**src/rtl/uart_pkg.sv**
```systemverilog
// uart_pkg: shared definitions for the UART receive controller.
//   state_t       - receive FSM state encoding
//   PRESC_8/16/32 - legal clocks-per-bit values for the prescale input
package uart_pkg;

  typedef enum logic [2:0] {
    ST_IDLE   = 3'd0,
    ST_START  = 3'd1,
    ST_DATA   = 3'd2,
    ST_PARITY = 3'd3,
    ST_STOP   = 3'd4,
    ST_DONE   = 3'd5
  } state_t;

  localparam int unsigned PRESC_8  = 8;
  localparam int unsigned PRESC_16 = 16;
  localparam int unsigned PRESC_32 = 32;

endpackage

```
**src/rtl/edge_bit_counter.sv**
```systemverilog
// edge_bit_counter: clock-within-bit and bit-within-frame counters.
// Ports:
//   clk, rst       - clock, async active-low reset
//   en             - count enable (high while a frame is in progress)
//   last           - the current bit is the last one of the frame; bit_cnt
//                    returns to 0 at its end instead of advancing
//   prescale       - clocks per bit
//   edge_cnt       - clock index within the current bit
//   bit_cnt        - bit index within the frame
//   bit_end        - high on the final clock of a bit
module edge_bit_counter #(
  parameter int PRESC_W = 6
) (
  input  logic               clk,
  input  logic               rst,
  input  logic               en,
  input  logic               last,
  input  logic [PRESC_W-1:0] prescale,
  output logic [PRESC_W-1:0] edge_cnt,
  output logic [3:0]         bit_cnt,
  output logic               bit_end
);

  // >= rather than == so a prescale lowered mid-frame cannot strand the
  // counter above the new terminal value.
  assign bit_end = en && (edge_cnt >= (prescale - PRESC_W'(1)));

  always_ff @(posedge clk or negedge rst) begin
    if (!rst) begin
      edge_cnt <= '0;
      bit_cnt  <= '0;
    end else if (!en) begin
      edge_cnt <= '0;
      bit_cnt  <= '0;
    end else if (bit_end) begin
      edge_cnt <= '0;
      bit_cnt  <= last ? 4'd0 : bit_cnt + 4'd1;
    end else begin
      edge_cnt <= edge_cnt + PRESC_W'(1);
    end
  end

endmodule

```
**src/rtl/uart_rx_fsm.sv**
```systemverilog
// uart_rx_fsm: sequencing controller for a UART receive path. Walks a frame
// through start, data, optional parity and stop bits, enabling the external
// sampler, deserializer and checkers at the right time, and flags a good
// frame with a one-clock data_valid.
// Ports:
//   clk, rst                  - clock, async active-low reset
//   rx_in                     - serial line (idle high)
//   par_en                    - frame carries a parity bit
//   prescale                  - clocks per bit (8, 16 or 32)
//   strt_glitch/par_err/stp_err - results from the external checkers
//   dat_samp_en, deser_en, strt_chk_en, par_chk_en, stp_chk_en
//                             - enables for the receive-path blocks
//   data_valid                - one-clock pulse for an error-free frame
//   edge_cnt, bit_cnt         - position within bit / frame
//
// state  | meaning
// IDLE   | line idle, waiting for a falling rx_in
// START  | start bit, start checker enabled
// DATA   | data bits 1..DATA_WIDTH, deserializer strobed mid-bit
// PARITY | parity bit, parity checker enabled
// STOP   | stop bit, stop checker enabled
// DONE   | one clock; data_valid if no error was latched
module uart_rx_fsm
  import uart_pkg::*;
#(
  parameter int DATA_WIDTH = 8,
  parameter int PRESC_W    = 6
) (
  input  logic               clk,
  input  logic               rst,
  input  logic               rx_in,
  input  logic               par_en,
  input  logic [PRESC_W-1:0] prescale,
  input  logic               strt_glitch,
  input  logic               par_err,
  input  logic               stp_err,
  output logic               dat_samp_en,
  output logic               deser_en,
  output logic               strt_chk_en,
  output logic               par_chk_en,
  output logic               stp_chk_en,
  output logic               data_valid,
  output logic [PRESC_W-1:0] edge_cnt,
  output logic [3:0]         bit_cnt
);

  localparam logic [3:0] LAST_DATA = 4'(DATA_WIDTH);

  state_t             state;
  state_t             state_nxt;
  logic               err_q;
  logic               cnt_en;
  logic               cnt_last;
  logic               bit_end;
  logic [PRESC_W-1:0] samp_pt;

  assign cnt_en   = (state != ST_IDLE) && (state != ST_DONE);
  assign cnt_last = (state == ST_STOP) || ((state == ST_START) && strt_glitch);
  // The external sampler needs a couple of clocks past mid-bit to settle.
  assign samp_pt  = (prescale >> 1) + PRESC_W'(2);

  edge_bit_counter #(.PRESC_W(PRESC_W)) u_cnt (
    .clk      (clk),
    .rst      (rst),
    .en       (cnt_en),
    .last     (cnt_last),
    .prescale (prescale),
    .edge_cnt (edge_cnt),
    .bit_cnt  (bit_cnt),
    .bit_end  (bit_end)
  );

  always_ff @(posedge clk or negedge rst) begin
    if (!rst) state <= ST_IDLE;
    else      state <= state_nxt;
  end

  always_ff @(posedge clk or negedge rst) begin
    if (!rst) begin
      err_q <= 1'b0;
    end else begin
      case (state)
        ST_PARITY: if (bit_end) err_q <= err_q | par_err;
        ST_STOP:   if (bit_end) err_q <= err_q | stp_err;
        ST_DONE:   err_q <= 1'b0;
        default:   err_q <= err_q;
      endcase
    end
  end

  always_comb begin
    state_nxt = state;
    case (state)
      ST_IDLE:   if (!rx_in) state_nxt = ST_START;
      ST_START:  if (bit_end) state_nxt = strt_glitch ? ST_IDLE : ST_DATA;
      ST_DATA:   if (bit_end && (bit_cnt >= LAST_DATA))
                   state_nxt = par_en ? ST_PARITY : ST_STOP;
      ST_PARITY: if (bit_end) state_nxt = ST_STOP;
      ST_STOP:   if (bit_end) state_nxt = ST_DONE;
      ST_DONE:   state_nxt = rx_in ? ST_IDLE : ST_START;
      default:   state_nxt = ST_IDLE;
    endcase
  end

  always_comb begin
    dat_samp_en = 1'b0;
    deser_en    = 1'b0;
    strt_chk_en = 1'b0;
    par_chk_en  = 1'b0;
    stp_chk_en  = 1'b0;
    data_valid  = 1'b0;
    case (state)
      ST_START: begin
        dat_samp_en = 1'b1;
        strt_chk_en = 1'b1;
      end
      ST_DATA: begin
        dat_samp_en = 1'b1;
        deser_en    = (edge_cnt == samp_pt);
      end
      ST_PARITY: begin
        dat_samp_en = 1'b1;
        par_chk_en  = 1'b1;
      end
      ST_STOP: begin
        dat_samp_en = 1'b1;
        stp_chk_en  = 1'b1;
      end
      ST_DONE: data_valid = !err_q;
      default: ;
    endcase
  end

endmodule
```
**config.mk**
```make
export PLATFORM = sky130hd
export DESIGN_NAME = uart_rx_fsm
export DESIGN_NICKNAME = d
export VERILOG_FILES = /design/src/rtl/uart_pkg.sv /design/src/rtl/edge_bit_counter.sv /design/src/rtl/uart_rx_fsm.sv
export SDC_FILE = /design/constraint.sdc
export NUM_CORES = 1
export LEC_CHECK = 0
export CAP_MARGIN = 30
export CORE_ASPECT_RATIO = 1.75
export CORE_MARGIN = 4
export CORE_UTILIZATION = 44
export CTS_CLUSTER_SIZE = 30
export DETAILED_ROUTE_END_ITERATION = 6
export PLACE_DENSITY = 0.75
export SYNTH_ARGS = -nofsm -noshare
export SYNTH_HDL_FRONTEND = slang
export SYNTH_HIERARCHICAL = 1
export SYNTH_SLANG_ARGS = --single-unit
```
**constraint.sdc**
```tcl
create_clock -name clk -period 1.8 [get_ports clk]
set_input_delay 0.36 -clock clk [delete_from_list [all_inputs] [get_ports clk]]
set_output_delay 0.36 -clock clk [all_outputs]
set_load 0.01 [all_outputs]
```
Yosys cells after proc, flatten, opt, wreduce, memory -nomap -nowiden --
Cells that the tools add are included.
Word-level totals: register bits after elaboration 14, bits of input ports 13, output and inout bits 16, logic and storage cells 60
Cells by class: $add $sub $neg 4, $lt $le $gt $ge 2, eq/ne operators 13, multiplexer cells 23, bitwise logic cells 2, reduce and logical (&&, ||, !) cells 12
Operators with widths (number):
- $mux 3 | 6
- $pmux 3 s6 | 1
- $mux 4 | 3
- $mux 6 | 2
- $ne 2x2->1 const B | 6
- $mux 1 | 9
- $add 5x2->6 const B | 1
- $add 6x1->6 const B | 1
- $eq 3x2->1 const B | 2
- $eq 3x3->1 const B | 2
- $eq 6x6->1 | 1
- $ge 6x6->1 | 1
- $reduce_bool 3->1 | 2
- $sub 6x1->6 const B | 1
- $reduce_and 5->1 | 1
- $add 4x1->4 const B | 1
- $ge 4x4->1 const B | 1
- $logic_and 1x1->1 | 4
- $reduce_or 4->1 | 1
- $eq 3x1->1 const B | 1
- $logic_not 3->1 | 1
- $ne 3x3->1 const B | 1
- $pmux 1 s3 | 1
- $reduce_and 3->1 | 1
- 4 further kinds | 5

Depth between registers and ports, before layout --
Gate-level depths: netlist (run 1).
depth after elaboration 6, gate-level depth with buffers 12, depth with buffers taken out 12

Hierarchy --
The synthesis (run 1) kept the hierarchy.
Modules (own cells, without submodules):
- edge_bit_counter | instances 1, cells an instance 70, area an instance 730.7 µm², sequential area each 250.2 µm²
- uart_rx_fsm | instances 1, cells an instance 57, area an instance 450.4 µm², sequential area each 100.1 µm²

Worst setup path after synthesis (run 1) --
OpenSTA, ideal clock, no wires.
path kind in2reg, start in prescale[1], end reg state[1], setup time 71 ps, arrival time 2366 ps, data required time 1729 ps, slack -638 ps, stages 11, path buffers 0, path through or3_1 -> nor3_1 -> xnor2_1 -> ha_1 -> nand4_1 -> o221ai_4 -> and2_2 -> inv_1 -> nor4b_1 -> a21oi_1 -> nor2_1
Between the ends: word-level cells in the longest chain between the ends 6, elaborated cells between the ends (all ways) 9, classes of those cells add/sub: 1; order compare: 1; eq/ne: 4; reduce/logical: 3
Ends and longest elaborated chain:
- start, declared | RTL line uart_rx_fsm.sv:33 | input logic [PRESC_W-1:0] prescale,
- $sub 6x1->6 * | RTL line edge_bit_counter.sv:26 | assign bit_end = en && (edge_cnt >= (prescale - PRESC_W'(1)));
- $ge 6x6->1 * | RTL line edge_bit_counter.sv:26
- $logic_and 1x1->1 * | RTL line edge_bit_counter.sv:26
- named net bit_end | RTL line uart_rx_fsm.sv:54 | logic bit_end;
- $logic_and 1x1->1 | RTL line uart_rx_fsm.sv:96 | ST_DATA: if (bit_end && (bit_cnt >= LAST_DATA))
- $ne 2x2->1 (no line)
- $reduce_and 5->1 (no line) *
- end signal, assigned | RTL line uart_rx_fsm.sv:75 | else state <= state_nxt;
- end, declared | RTL line uart_rx_fsm.sv:49 | state_t state;
The timed path passes the listed nets; every way through them passes the cells marked *. A chain may end at the register's enable or synchronous reset.

Worst setup path after layout (run 1) --
start in prescale[1], end reg state[0]
Same word-level chain as after synthesis.

==> flow_summary.yaml, run 1 <==
cts:
  cts.sinks: 14
  cts-htree-levels: 1
  postCtsHoldBufs: 0
  cts.clk_slew.worst_paths_ns: 0.06
  cts_tree: "built"
  cts_buffers: 3
  clk_latency_ns: 0.25
  cts_root_buffer: "clkbuf_8"
  cts_buffer_depth: 2
finish:
  post-route-util: 0.7188
  n_antenna_cell: 0
  final_net_count: 208
  drive_above_1_share: 0.3967
  area_growth_pct: 53.50
sta:
  min_period_ns: 2.207
  period_share: 1.226
  fin_skew_ns: 0.002028
  setup_slack_ns: -0.4073
  slew_viol_final: 0
  fin_setup_tns_ns: -4.864
  fmax_mhz: 453.0
  setup_violations: 15
  maxSlewHeadroom: 0.7594
  worst_slew_pin_slew_ns: 0.3596
  rsz0062_at_grt: "yes"
  hold_violations: 0
global_routing:
  grt_use_total: 0.1896
  overflow: 0
  antenna_found_initial: 0
  grt_first_pass_wirelength_um: 5050
  grt_pass1_vias: 1193
  grt_max_degree: 15
status:
  status: "complete, but fails checks"
  violations: "negative setup slack"
floorplanning:
  die_area_um2: 3610
  die_w_um: 47.17
  die_h_um: 76.54
  core_um2: 2522
  fp-row-count: 24
  ioPinCount: 29
  initial_utilization: 0.4683
power_and_ir_drop:
  power_frac_clock: 0.138
  p_sw_frac: 0.4003
  seqPwrFrac: 0.234
  combPwrFrac: 0.628
  p_switching_uw: 879.8
  peakVddDrop_uv: 1001
  p_int_mw: 1.318
  power_mw: 2.198
  total_leakage_power_nw: 0.8270
  p_per_area_nw_per_um2: 1212
placed_design:
  routabilityCongestion: 0.8220
  hpwl_um: 2310
  portBuffers: 28
  pre_cts_slack_ns: -1.029
route:
  routed_wl_um: 3029
  vias_per_cell: 5.305
  routed-via-count: 1114
  drtPass1Iterations: 3
  wl_per_cell_um: 14.42
  drt_iter0_drc: 12
  ant_nets: 0
  drc: 0
worst_setup_path:
  crit_path_end_kind: "register"
  cp.arrival_ns: 2.37
  slowest_delay_ns: 0.40
  reg2reg_slack_ns: -0.22
  worstPathMaxFanout: 4
  cp_cell_sequence: "buf_6 > or3_4 > nor3_4 > xnor2_1 > ha_1 > a21oi_2 > o221ai_4 > and2_4 > buf_4 > a21oi_2 > o21ai_1 > o22ai_1"
  r2r-end: "state[0]$_DFFE_PN0P_"
  path_buf_inv: 2
  critical_path_required_ns: 1.96
  crit_path_frequent_cell: "a21oi_2"
  start_kind: "input pin"
  path_class: "in -> reg"
  cp_slowest_cell: "or3_4"
  timing.rr.start: "u_cnt/edge_cnt[0]$_DFF_PN0_"
  crit_family: "simple AND/OR/NAND/NOR gates"
  reg2reg_depth: 11
synthesis:
  async_flop_share: 1.000
  synth_top_family_by_area: "simple AND/OR/NAND/NOR gates"
  syn_area_um2: 1181
  synth_ff_type: "dfrtp_1"
  synth_warnings: 6
  synth_nets: 150
  synth_edf_count: 0
  synth_area_leaders: "dfrtp_1 (30%), ha_1 (11%), xnor2_1 (7.4%)"
  synthAdderAreaFrac: 0.1059
  avgSynthCellArea_um2: 9.300
  yosys.area_share.simple: 0.2638
  netlist_instances: 127
  yosys.area.top_type: "dfrtp_1"
  synthDistinctLibCells: 37
  synthMuxAreaShare: 0.03390
  ys_seq_area_frac: 0.2966
  synth_compound_area_frac: 0.1208
  ys_ff_latch: 14
  synth_xor_area_frac: 0.1261
  synth.top_cell.area_share: 0.2966
job:
  cap_violations: 0
hold_path:
  min_path_type: "in -> async"
[synth_stat cells (2+ instances only)]
| cell | n |
|---|---|
| buf_2 | 2 |
| nor2b_1 | 6 |
| ha_1 | 10 |
| xnor2_1 | 10 |
| nor3_1 | 3 |
| mux2i_1 | 4 |
| o21ai_1 | 2 |
| nand2_1 | 5 |
| o22ai_1 | 2 |
| nor2_2 | 5 |
| o21ai_0 | 2 |
| or3_1 | 2 |
| nand2b_4 | 2 |
| inv_1 | 6 |
| xor2_1 | 7 |
| nand3_1 | 7 |
| nor2_1 | 11 |
| a21oi_1 | 8 |
| buf_6 | 2 |
| dfrtp_1 | 14 |
[layout make-up]
type / count / area (um2)
multi-input combinational: 102 / 865.8
fill: 194 / 709.4
inverter: 6 / 22.52
timing repair buffer: 58 / 486.7
clock buffer: 4 / 55.05
tap: 26 / 32.53
sequential: 14 / 350.3
[sequential cells by signal, indices dropped and copies added (netlist names)]
name,count
u_cnt/edge_cnt,6
err_q,1
state,3
u_cnt/bit_cnt,4
[logic make-up after synthesis]
logic type,after synthesis
buffers and inverters,11
and+or+nand+nor,52
muxes,4
AOI/OAI and AO/OA,19
adders and majority gates,10
DFF,14
xor gates and xnor gates,17
[worst reg2reg max path, delay by kind of cell, from the launching register on]
family	cells	cell delay (ns)
buf+inv	3	0.37
simple gates	2	0.32
flops	1	0.39
fa+ha+maj	1	0.22
compound gates	5	0.65
[per-stage QoR]
stage                     area, um2  hold WS, ns  cells
final                          1813       0.4193    210
after global routing           1813       0.4485    210
after CTS                      1733       0.4238    207
after detailed placement       1638       0.5408    199
after global placement         1638       0.5347    199
after floorplan                1192      0.06441    127
[metal layers]
metal  routed length, um  part of all wire  vias up  track usage
li1                    -                 -      551            -
met1                1116              0.37      527       0.1929
met2                1710              0.56       26       0.3474
met3                  83             0.027       10     0.007092
met4                 117             0.039        0       0.1053
met5                   0                 0        -            0
[how the worst max path moves through the flow]
stage | from | endpoint | slack, ns | depth (start not counted)
detailed placement | prescale[2] | state[1]$_DFFE_PN0P_ | -1.03 | 12
global placement | prescale[1] | state[1]$_DFFE_PN0P_ | -0.98 | 12
floorplan | prescale[1] | state[1]$_DFFE_PN0P_ | -0.57 | 11
global route | prescale[1] | state[0]$_DFFE_PN0P_ | -0.50 | 12
finish | prescale[1] | state[0]$_DFFE_PN0P_ | -0.41 | 12
CTS | prescale[1] | state[0]$_DFFE_PN0P_ | -0.47 | 12
[power groups by stage]
stage / sequential (mW) / clock [mW] / combinational, mW
3_3_place_gp: 0.516 / 0 / 1.19
5_1_grt: 0.531 / 0.327 / 1.51
4_1_cts: 0.516 / 0.313 / 1.28
2_1_floorplan: 0.546 / 0 / 0.705
3_5_place_dp: 0.516 / 0 / 1.22
6_report: 0.514 / 0.303 / 1.38
[layout by cell type (no fill, tap or decap), types with 7 or more instances in the layout]
cell type	instances
xnor2_1	9
buf_4	26
ha_1	9
dfrtp_1	14
clkdlybuf4s50_1	16
xor2_1	7
nand3_1	7
nor2_1	10
[what timing repair did]
item / in CTS / in global routing
setup endpoints to repair: 20 / 18
resized for setup: 29 / 31
setup buffers: 4 / 4
pin swaps: 11 / 19
Note: power is estimated with default switching activity, not from simulation.
==> inputs of run 2 (changes only) <==
- CTS_CLUSTER_SIZE: 30 -> unset
==> results of run 2 <==
Same layout as run 1: the final DEF is identical, and so are final timing and power.
==> inputs of run 3 (changes only) <==
- CAP_MARGIN: 30 -> 10
==> results of run 3 <==
Same layout as run 1: the final DEF is identical, and so are final timing and power.
